<file path="src/rtl/fft_pkg.sv">
// Shared types and helpers for the radix-2^2 SDF stage-pair sequencer.
package fft_pkg;

   localparam int DW = 11;

   typedef struct packed {
      logic signed [DW-1:0] re;
      logic signed [DW-1:0] im;
   } cplx_t;

   typedef enum logic [1:0] {IDLE, FILL, RUN} state_t;

   // Quadrant index to twiddle multiplier k: 00->0, 01->2, 10->1, 11->3.
   function automatic logic [1:0] bitrev2(input logic [1:0] b);
      return {b[0], b[1]};
   endfunction

   // Two's complement negate that maps the most negative value to the most positive.
   function automatic logic signed [DW-1:0] sat_neg(input logic signed [DW-1:0] x);
      return (x == {1'b1, {(DW-1){1'b0}}}) ? ~x : -x;
   endfunction

endpackage

</file>
<file path="src/rtl/fft_neg_j_rot.sv">
// Combinational multiply by -j with saturation: re' = im, im' = -re.
module fft_neg_j_rot
   import fft_pkg::*;
(
   input  cplx_t din,
   output cplx_t dout
);

   assign dout = {din.im, sat_neg(din.re)};

endmodule

</file>
<file path="src/rtl/fft_r22_stage_ctrl.sv">
// Sample sequencer for one R2^2 SDF stage pair: frame counter, BF1/BF2 selects,
// twiddle address and in-line -j rotation, all registered one cycle after accept.
module fft_r22_stage_ctrl #(
   parameter int LOG2N = 6,
   parameter int DW    = 11   // must equal fft_pkg::DW (rotator works on cplx_t)
) (
   input  logic                clk,
   input  logic                rst_n,
   input  logic                in_valid,
   input  logic                in_sop,
   input  logic [2*DW-1:0]     in_data,
   output logic                out_valid,
   output logic                out_sop,
   output logic [2*DW-1:0]     out_data,
   output logic                bf1_sel,
   output logic                bf2_sel,
   output logic                jrot,
   output logic [LOG2N-1:0]    tw_addr,
   output logic                err_sop
);
   import fft_pkg::*;

   localparam logic [LOG2N:0] FILL_LAST = (LOG2N+1)'((1 << LOG2N) - 1);
   localparam logic [LOG2N:0] FILL_ONE  = (LOG2N+1)'(1);

   state_t           state, state_nx;
   logic [LOG2N-1:0] cnt, cnt_nx, c;
   logic [LOG2N:0]   fill, fill_nx;
   logic             accept, sop_err, restart, c_jrot;
   logic [LOG2N-1:0] k_ext, m_ext, tw;
   logic [2*DW-1:0]  rot_data;

   fft_neg_j_rot u_rot (
      .din  (in_data),
      .dout (rot_data)
   );

   // NOTE: every always_comb output gets a default first so no path can infer a latch.
   always_comb begin
      state_nx = state;
      cnt_nx   = cnt;
      fill_nx  = fill;
      c        = cnt;
      accept   = (state == IDLE) ? (in_valid & in_sop) : in_valid;
      sop_err  = accept && (state != IDLE) && in_sop && (cnt != '0);
      restart  = accept && ((state == IDLE) || sop_err);
      if (restart) c = '0;
      if (accept) begin
         cnt_nx = c + 1'b1;
         if (restart) begin
            fill_nx  = FILL_ONE;
            state_nx = FILL;
         end else if (state == FILL) begin
            fill_nx = fill + 1'b1;
            if (fill == FILL_LAST) state_nx = RUN;
         end
      end
   end

   // Twiddle exponent k*m fits in LOG2N bits after truncation, which is the mod N.
   always_comb begin
      c_jrot = (c[LOG2N-1 -: 2] == 2'b11);
      k_ext  = {{(LOG2N-2){1'b0}}, bitrev2(c[LOG2N-1 -: 2])};
      m_ext  = {2'b00, c[LOG2N-3:0]};
      tw     = k_ext * m_ext;
   end

   // NOTE: sequential state uses non-blocking assignments so every register samples pre-edge values.
   always_ff @(posedge clk or negedge rst_n) begin
      if (!rst_n) begin
         state <= IDLE;
         cnt   <= '0;
         fill  <= '0;
      end else begin
         state <= state_nx;
         cnt   <= cnt_nx;
         fill  <= fill_nx;
      end
   end

   always_ff @(posedge clk or negedge rst_n) begin
      if (!rst_n) begin
         out_valid <= 1'b0;
         out_sop   <= 1'b0;
         err_sop   <= 1'b0;
         out_data  <= '0;
         bf1_sel   <= 1'b0;
         bf2_sel   <= 1'b0;
         jrot      <= 1'b0;
         tw_addr   <= '0;
      end else begin
         out_valid <= accept && (state == RUN) && !restart;
         out_sop   <= accept && (state == RUN) && !restart && (c == '0);
         err_sop   <= sop_err;
         if (accept) begin
            out_data <= c_jrot ? rot_data : in_data;
            bf1_sel  <= c[LOG2N-1];
            bf2_sel  <= c[LOG2N-2];
            jrot     <= c_jrot;
            tw_addr  <= tw;
         end
      end
   end

endmodule

</file>
<file path="config.mk">
export PLATFORM = sky130hd
export DESIGN_NAME = fft_r22_stage_ctrl
export DESIGN_NICKNAME = d
export VERILOG_FILES = /design/src/rtl/fft_pkg.sv /design/src/rtl/fft_neg_j_rot.sv /design/src/rtl/fft_r22_stage_ctrl.sv
export SDC_FILE = /design/constraint.sdc
export NUM_CORES = 1
export LEC_CHECK = 0
export ABC_AREA = 1
export CAP_MARGIN = 20
export CORE_UTILIZATION = 54
export CTS_BUF_LIST = sky130_fd_sc_hd__clkbuf_4 sky130_fd_sc_hd__clkbuf_8
export DETAILED_ROUTE_END_ITERATION = 16
export GPL_TIMING_DRIVEN = 0
export PLACE_DENSITY = 0.84
export SYNTH_ARGS = -nofsm -noshare
export SYNTH_HDL_FRONTEND = slang
export SYNTH_HIERARCHICAL = 1
export SYNTH_SLANG_ARGS = --single-unit
</file>
<file path="constraint.sdc">
create_clock -name clk -period 3.1 [get_ports clk]
set_input_delay 0.31 -clock clk [delete_from_list [all_inputs] [get_ports clk]]
set_output_delay 0.31 -clock clk [all_outputs]
set_load 0.02 [all_outputs]
</file>
# After elaboration in Yosys (flattened, before gate mapping)

Index checks and enable logic that the tools add are counted.

Output and inout port bits: 34
Bits of input ports: 26
Bits in registers: 49

Multipliers: 1
Multiplexer cells: 9
Add/sub/neg operators: 3
Bitwise logic cells: 2
Reduce and logical (&&, ||, !) cells: 17
Equal/unequal tests: 5

Operators by type and width:

| kind                   | number |
|---|---|
| $mux W22               | 1 |
| $mux W7                | 2 |
| $eq A11 B11 Y1 const B | 1 |
| $mux W11               | 1 |
| $neg A11 Y11           | 1 |
| $not A11 Y11           | 1 |
| $add A7 B1 Y7 const B  | 1 |
| $eq A7 B6 Y1 const B   | 1 |
| $logic_and A1 B1 Y1    | 7 |
| $add A6 B1 Y6 const B  | 1 |
| $logic_not A6 Y1       | 1 |
| $mul A2 B4 Y6          | 1 |
| $mux W2                | 3 |
| $mux W6                | 1 |
| $reduce_bool A2 Y1     | 3 |
| $reduce_bool A6 Y1     | 1 |
| $eq A2 B2 Y1 const B   | 2 |
| $reduce_and A3 Y1      | 1 |
| $eq A2 B1 Y1 const B   | 1 |
| $logic_not A2 Y1       | 1 |
| $reduce_and A2 Y1      | 1 |
| $and A1 B1 Y1          | 1 |
| $logic_not A1 Y1       | 1 |
| $logic_or A1 B1 Y1     | 1 |
| $mux W1                | 1 |

# Logic depth before layout (Yosys ltp)

Depth after elaboration: 10
Gate-level depth with buffers: 16

# Hierarchy

The synthesis kept the hierarchy.

Modules (own cells, without submodules):

| module             | sequential area each (sq um) | cells each | area an instance (sq um) | instances |
|---|---|---|---|---|
| fft_r22_stage_ctrl | 1226.2                       | 369        | 2751.4                   | 1 |
| fft_neg_j_rot      | 0.0                          | 74         | 382.9                    | 1 |

# Least setup slack after synthesis

Ideal clock, no wire load.

Path type: register to register
From: reg cnt[4]
To: reg tw_addr[5]
Buffers on the path: 2
Arrival time: 2209 ps
Clock period less this slack: 2291 ps
Cell stages (with the launch flop): 16
Data required time: 3017 ps
Path slack: 809 ps
Cell sequence: dfrtp_1 buf_6 nor2_4 nand3_1 nand2_2 nand2_2 nand2_4 buf_2 nand2_1 nor2_1 ha_1 inv_1 fa_1 o21ai_0 nand2_1 o21ai_0

Word-level cells in the longest chain between the ends: 6

RTL lines:

| item                   | RTL line                  | text |
|---|---|---|
| start, declared        | fft_r22_stage_ctrl.sv:27  | `logic [LOG2N-1:0] cnt, cnt_nx, c;` |
| start signal, assigned | fft_r22_stage_ctrl.sv:76  | `cnt <= cnt_nx;` |
| $reduce_bool A6 Y1     | fft_r22_stage_ctrl.sv:45  | `sop_err = accept && (state != IDLE) && in_sop && (cnt != '0);` |
| $logic_and A1 B1 Y1    | fft_r22_stage_ctrl.sv:45  |  |
| $logic_or A1 B1 Y1     | fft_r22_stage_ctrl.sv:46  | `restart = accept && ((state == IDLE) \|\| sop_err);` |
| $logic_and A1 B1 Y1    | fft_r22_stage_ctrl.sv:46  |  |
| $mux W6 *              | fft_r22_stage_ctrl.sv:47  | `if (restart) c = '0;` |
| $mul A2 B4 Y6 *        | fft_r22_stage_ctrl.sv:65  | `tw = k_ext * m_ext;` |
| end signal, assigned   | fft_r22_stage_ctrl.sv:100 | `tw_addr <= tw;` |
| end, declared          | fft_r22_stage_ctrl.sv:18  | `output logic [LOG2N-1:0] tw_addr,` |

Mark *: on every way between the ends. The rest lies on a longest branch, timed or not.
A chain may end at the register's enable or synchronous reset.

# Final worst setup path

Same ends and word-level chain as after synthesis.

==> impl_summary.log <==
INFO  metric port_buffers = a little under 60
INFO  metric drive_above_1_share = roughly 10%
INFO  metric path_max_fanout = 10
INFO  metric first_pass_grt_wire_length = around 12000 um
INFO  metric max_slew.worst_pin.slew = roughly 450 ps
INFO  metric grt_antenna_before_repair = 0
INFO  metric worst_setup_path_start_kind = register
INFO  metric clock_latency = approximately 310 ps
INFO  metric report.final.hold_viol_count = 0
INFO  metric setup.worst_path.end_class = register
INFO  metric dp_cells = 575
INFO  metric place.detailed.hpwl = approximately 5700 um
INFO  metric grt_max_degree = 32
INFO  metric crit_type = register to register
INFO  metric cts_inserted_buffers = 5
INFO  metric yosys_register_bits = a little under 50
INFO  metric route.antenna.remaining_nets = 0
INFO  metric clock_skew = ~12 ps
INFO  metric rr_startpoint = cnt[4]
INFO  metric rsz0062_at_grt = false
INFO  metric global_route.overflow_total = 0
INFO  metric vdd_drop_max = roughly 0.24 mV
INFO  metric antenna_cells_inserted = 0
INFO  metric worstRegToRegCells = 15
INFO  metric post_route_setup_tns = 0 ps
INFO  metric clock_tree.htree_level_count = 2
INFO  metric syn_area_per_cell = around 7.1 um^2
INFO  metric num-nets-final = around 550
INFO  metric gpl.final_weighted_congestion = 0.9165
INFO  metric cts_tree = yes
INFO  metric fmax = 378.9 MHz
INFO  metric ys_types = 30
INFO  metric clockRootBuffer = sky130_fd_sc_hd__clkbuf_8
INFO  metric die_width = a little under 80 um
INFO  metric total_vias_in_the_final_route = around 2900
INFO  metric timing.hold.worst.class = primary input to async pin
INFO  metric final_cells = between 500 and 600
INFO  metric leakage_power = 2.141 nW
INFO  metric post_route_fraction_of_the_period_consumed_by_the_critical_path = between 80% and 90%
INFO  metric powerDensity = 475.8 nW/um^2
INFO  metric slew_violations = 0
INFO  metric finalCriticalPeriod = ~2600 ps
INFO  metric detail_route.wirelength = 7254 um
INFO  metric post-route-drc-count = 0
INFO  metric cap_viol_max_count = 0
INFO  metric synthesis.area = around 3100 um^2
INFO  metric relSlewSlack = a little over two thirds
INFO  metric worst-endpoint-required = 3330 ps
INFO  metric core.rowCount = 27
INFO  metric netlist_instances = 443
INFO  metric dr.pass1.iters = 5
INFO  metric via_per_inst = 4.998
INFO  metric cts-root-to-sink-buffers = 2
INFO  metric run_status = completed
INFO  metric total_power = roughly 0.0019 W
INFO  metric synthesis.yosys.warnings = 6
INFO  metric detailedRoute.firstIterationViolations = roughly 120
INFO  metric area_growth = 26.79%
INFO  metric num_io_pins = 60
INFO  metric leading_cell_types_in_the_layout_fill_and_taps_excluded = sky130_fd_sc_hd__nand2_1 (131), sky130_fd_sc_hd__inv_1 (84), sky130_fd_sc_hd__clkdlybuf4s50_1 (58)
INFO  metric die_area = about 6100 um^2
INFO  metric clkTransAtPathRegs = 100 ps
INFO  metric grt_util_all_layers = around 26%
INFO  metric dieHeight = approximately 80 um
INFO  metric timing.reg2reg.setup_slack = between 400 and 500 ps
INFO  metric start_util = a little under three fifths
INFO  metric syn_nets = 477
INFO  metric r2r-end = tw_addr[5]
INFO  metric core_region_area = around 5500 um^2
INFO  metric detail_route.wl_per_cell = between 10 and 15 um
INFO  metric report.final.setup_viol = 0
INFO  metric number_of_global_route_vias_before_repair = around 2800
INFO  metric final_common_cell = sky130_fd_sc_hd__nand2_1
INFO  metric ys_seq_area_share = approximately two fifths
INFO  metric clkSinkCount = just under 50
INFO  metric critPathArrivalTime = 2870 ps
## worst max-delay path by stage
| stage | from | endpoint | slack, ps | cells after the start |
|---|---|---|---|---|
| 6_report | cnt[4] | tw_addr[5] | 460 | 15 |
| 5_1_grt | cnt[4] | tw_addr[5] | 300 | 15 |
| 4_1_cts | cnt[4] | tw_addr[5] | 440 | 15 |
| 3_5_place_dp | in_sop | tw_addr[5] | 230 | 15 |
| 3_3_place_gp | in_sop | tw_addr[5] | 330 | 15 |
| 2_1_floorplan | cnt[4] | tw_addr[5] | 810 | 15 |
## routing by layer
metal | global-route usage (%) | up-vias | routed length [um] | part of all wire (%)
met5 | 0 | - | 0 | 0
met4 | 9.259 | 0 | 174 | 2.4
met3 | 3.837 | 14 | 249 | 3.4
met2 | 45.53 | 73 | 3585 | 49
met1 | 31.14 | 1347 | 3244 | 45
li1 | - | 1485 | - | -
## synthesized netlist by cell type
master,instances,area (um^2)
sky130_fd_sc_hd__a21oi_1,6,30.03
sky130_fd_sc_hd__a21oi_4,1,16.27
sky130_fd_sc_hd__a31o_2,1,8.760
sky130_fd_sc_hd__buf_2,4,20.02
sky130_fd_sc_hd__buf_4,12,90.09
sky130_fd_sc_hd__buf_6,4,45.04
sky130_fd_sc_hd__clkbuf_1,8,30.03
sky130_fd_sc_hd__dfrtp_1,49,1226
sky130_fd_sc_hd__fa_1,1,20.02
sky130_fd_sc_hd__ha_1,7,87.58
sky130_fd_sc_hd__inv_1,84,315.3
sky130_fd_sc_hd__inv_2,4,15.01
sky130_fd_sc_hd__nand2_1,131,491.7
sky130_fd_sc_hd__nand2_2,4,25.02
sky130_fd_sc_hd__nand2_4,2,22.52
sky130_fd_sc_hd__nand3_1,41,205.2
sky130_fd_sc_hd__nand3_4,1,17.52
sky130_fd_sc_hd__nand3b_1,2,15.01
sky130_fd_sc_hd__nand4_1,25,156.4
sky130_fd_sc_hd__nor2_1,25,93.84
sky130_fd_sc_hd__nor2_2,6,37.54
sky130_fd_sc_hd__nor2_4,2,22.52
sky130_fd_sc_hd__nor3_1,1,5.000
sky130_fd_sc_hd__nor3_2,1,10.01
sky130_fd_sc_hd__nor3b_1,1,7.510
sky130_fd_sc_hd__o21ai_0,10,50.05
sky130_fd_sc_hd__o21ai_1,4,20.02
sky130_fd_sc_hd__or2_2,1,6.260
sky130_fd_sc_hd__xnor2_1,1,8.760
sky130_fd_sc_hd__xor2_1,4,35.03
## cell type report
| class | count | area [um^2] |
|---|---|---|
| fillers | 475 | 1567 |
| multi-input cells | 278 | 1393 |
| flip-flops and latches | 49 | 1226 |
| repair buffers | 61 | 615.6 |
| inverters | 88 | 330.3 |
| plain buffers | 28 | 185.2 |
| well taps | 72 | 90.09 |
| clock buffers | 5 | 68.82 |
| clock inverters | 3 | 65.06 |
## through the flow
| step | utilization (%) | instance area [um^2] | hold slack, ps | setup WS [ps] |
|---|---|---|---|---|
| after CTS | 71.73 | 3974 | 487.6 | 443.7 |
| after global placement | 68.86 | 3815 | 460.0 | 326.3 |
| final | 71.73 | 3974 | 468.4 | 460.5 |
| after detailed placement | 69.13 | 3830 | 286.8 | 233.0 |
| after global routing | 71.73 | 3974 | 499.2 | 296.6 |
| after floorplan | - | 3134 | 14.41 | 808.8 |
## repair_timing
action	in CTS	in global routing
setup buffers	0	0
hold buffers	1	0
hold endpoints to repair	18	0
resized for setup	0	0
## critical path, cell delays in order, from the launching register on
cell	delay, ps
sky130_fd_sc_hd__dfrtp_1	380
sky130_fd_sc_hd__buf_6	150
sky130_fd_sc_hd__nor2_4	80
sky130_fd_sc_hd__nand3_1	100
sky130_fd_sc_hd__nand2_2	110
sky130_fd_sc_hd__nand2_2	80
sky130_fd_sc_hd__nand2_4	130
sky130_fd_sc_hd__buf_2	250
sky130_fd_sc_hd__nand2_1	130
sky130_fd_sc_hd__nor2_1	120
sky130_fd_sc_hd__ha_1	190
sky130_fd_sc_hd__inv_1	70
sky130_fd_sc_hd__fa_1	390
sky130_fd_sc_hd__o21ai_0	180
sky130_fd_sc_hd__nand2_1	70
sky130_fd_sc_hd__o21ai_0	160
## power by group
group / total [W] / internal [W] / switching [W]
combinational: 0.000555 / 0.000235 / 0.000320
sequential: 0.000802 / 0.000730 / 0.0000717
clock: 0.000534 / 0.000320 / 0.000213
total: 0.00189 / 0.00129 / 0.000605
## flip-flops by register name, indices dropped and copies added, names as in the netlist
register	flops
jrot	1
bf1_sel	1
tw_addr	6
out_valid	1
fill	7
out_sop	1
bf2_sel	1
cnt	6
out_data	22
err_sop	1
state	2
## logic make-up (layout without fill, tap and decap cells)
family                     Yosys count  after routing  share of synthesized area (%)
adders and majority gates            8              8                          3.433
buffers and inverters              116            185                          16.45
DFF                                 49             49                          39.12
xor gates and xnor gates             5              5                          1.397
AOI/OAI and AO/OA                   22             22                          3.992
and+or+nand+nor                    243            243                          35.61
(Power assumes the default switching activity.)
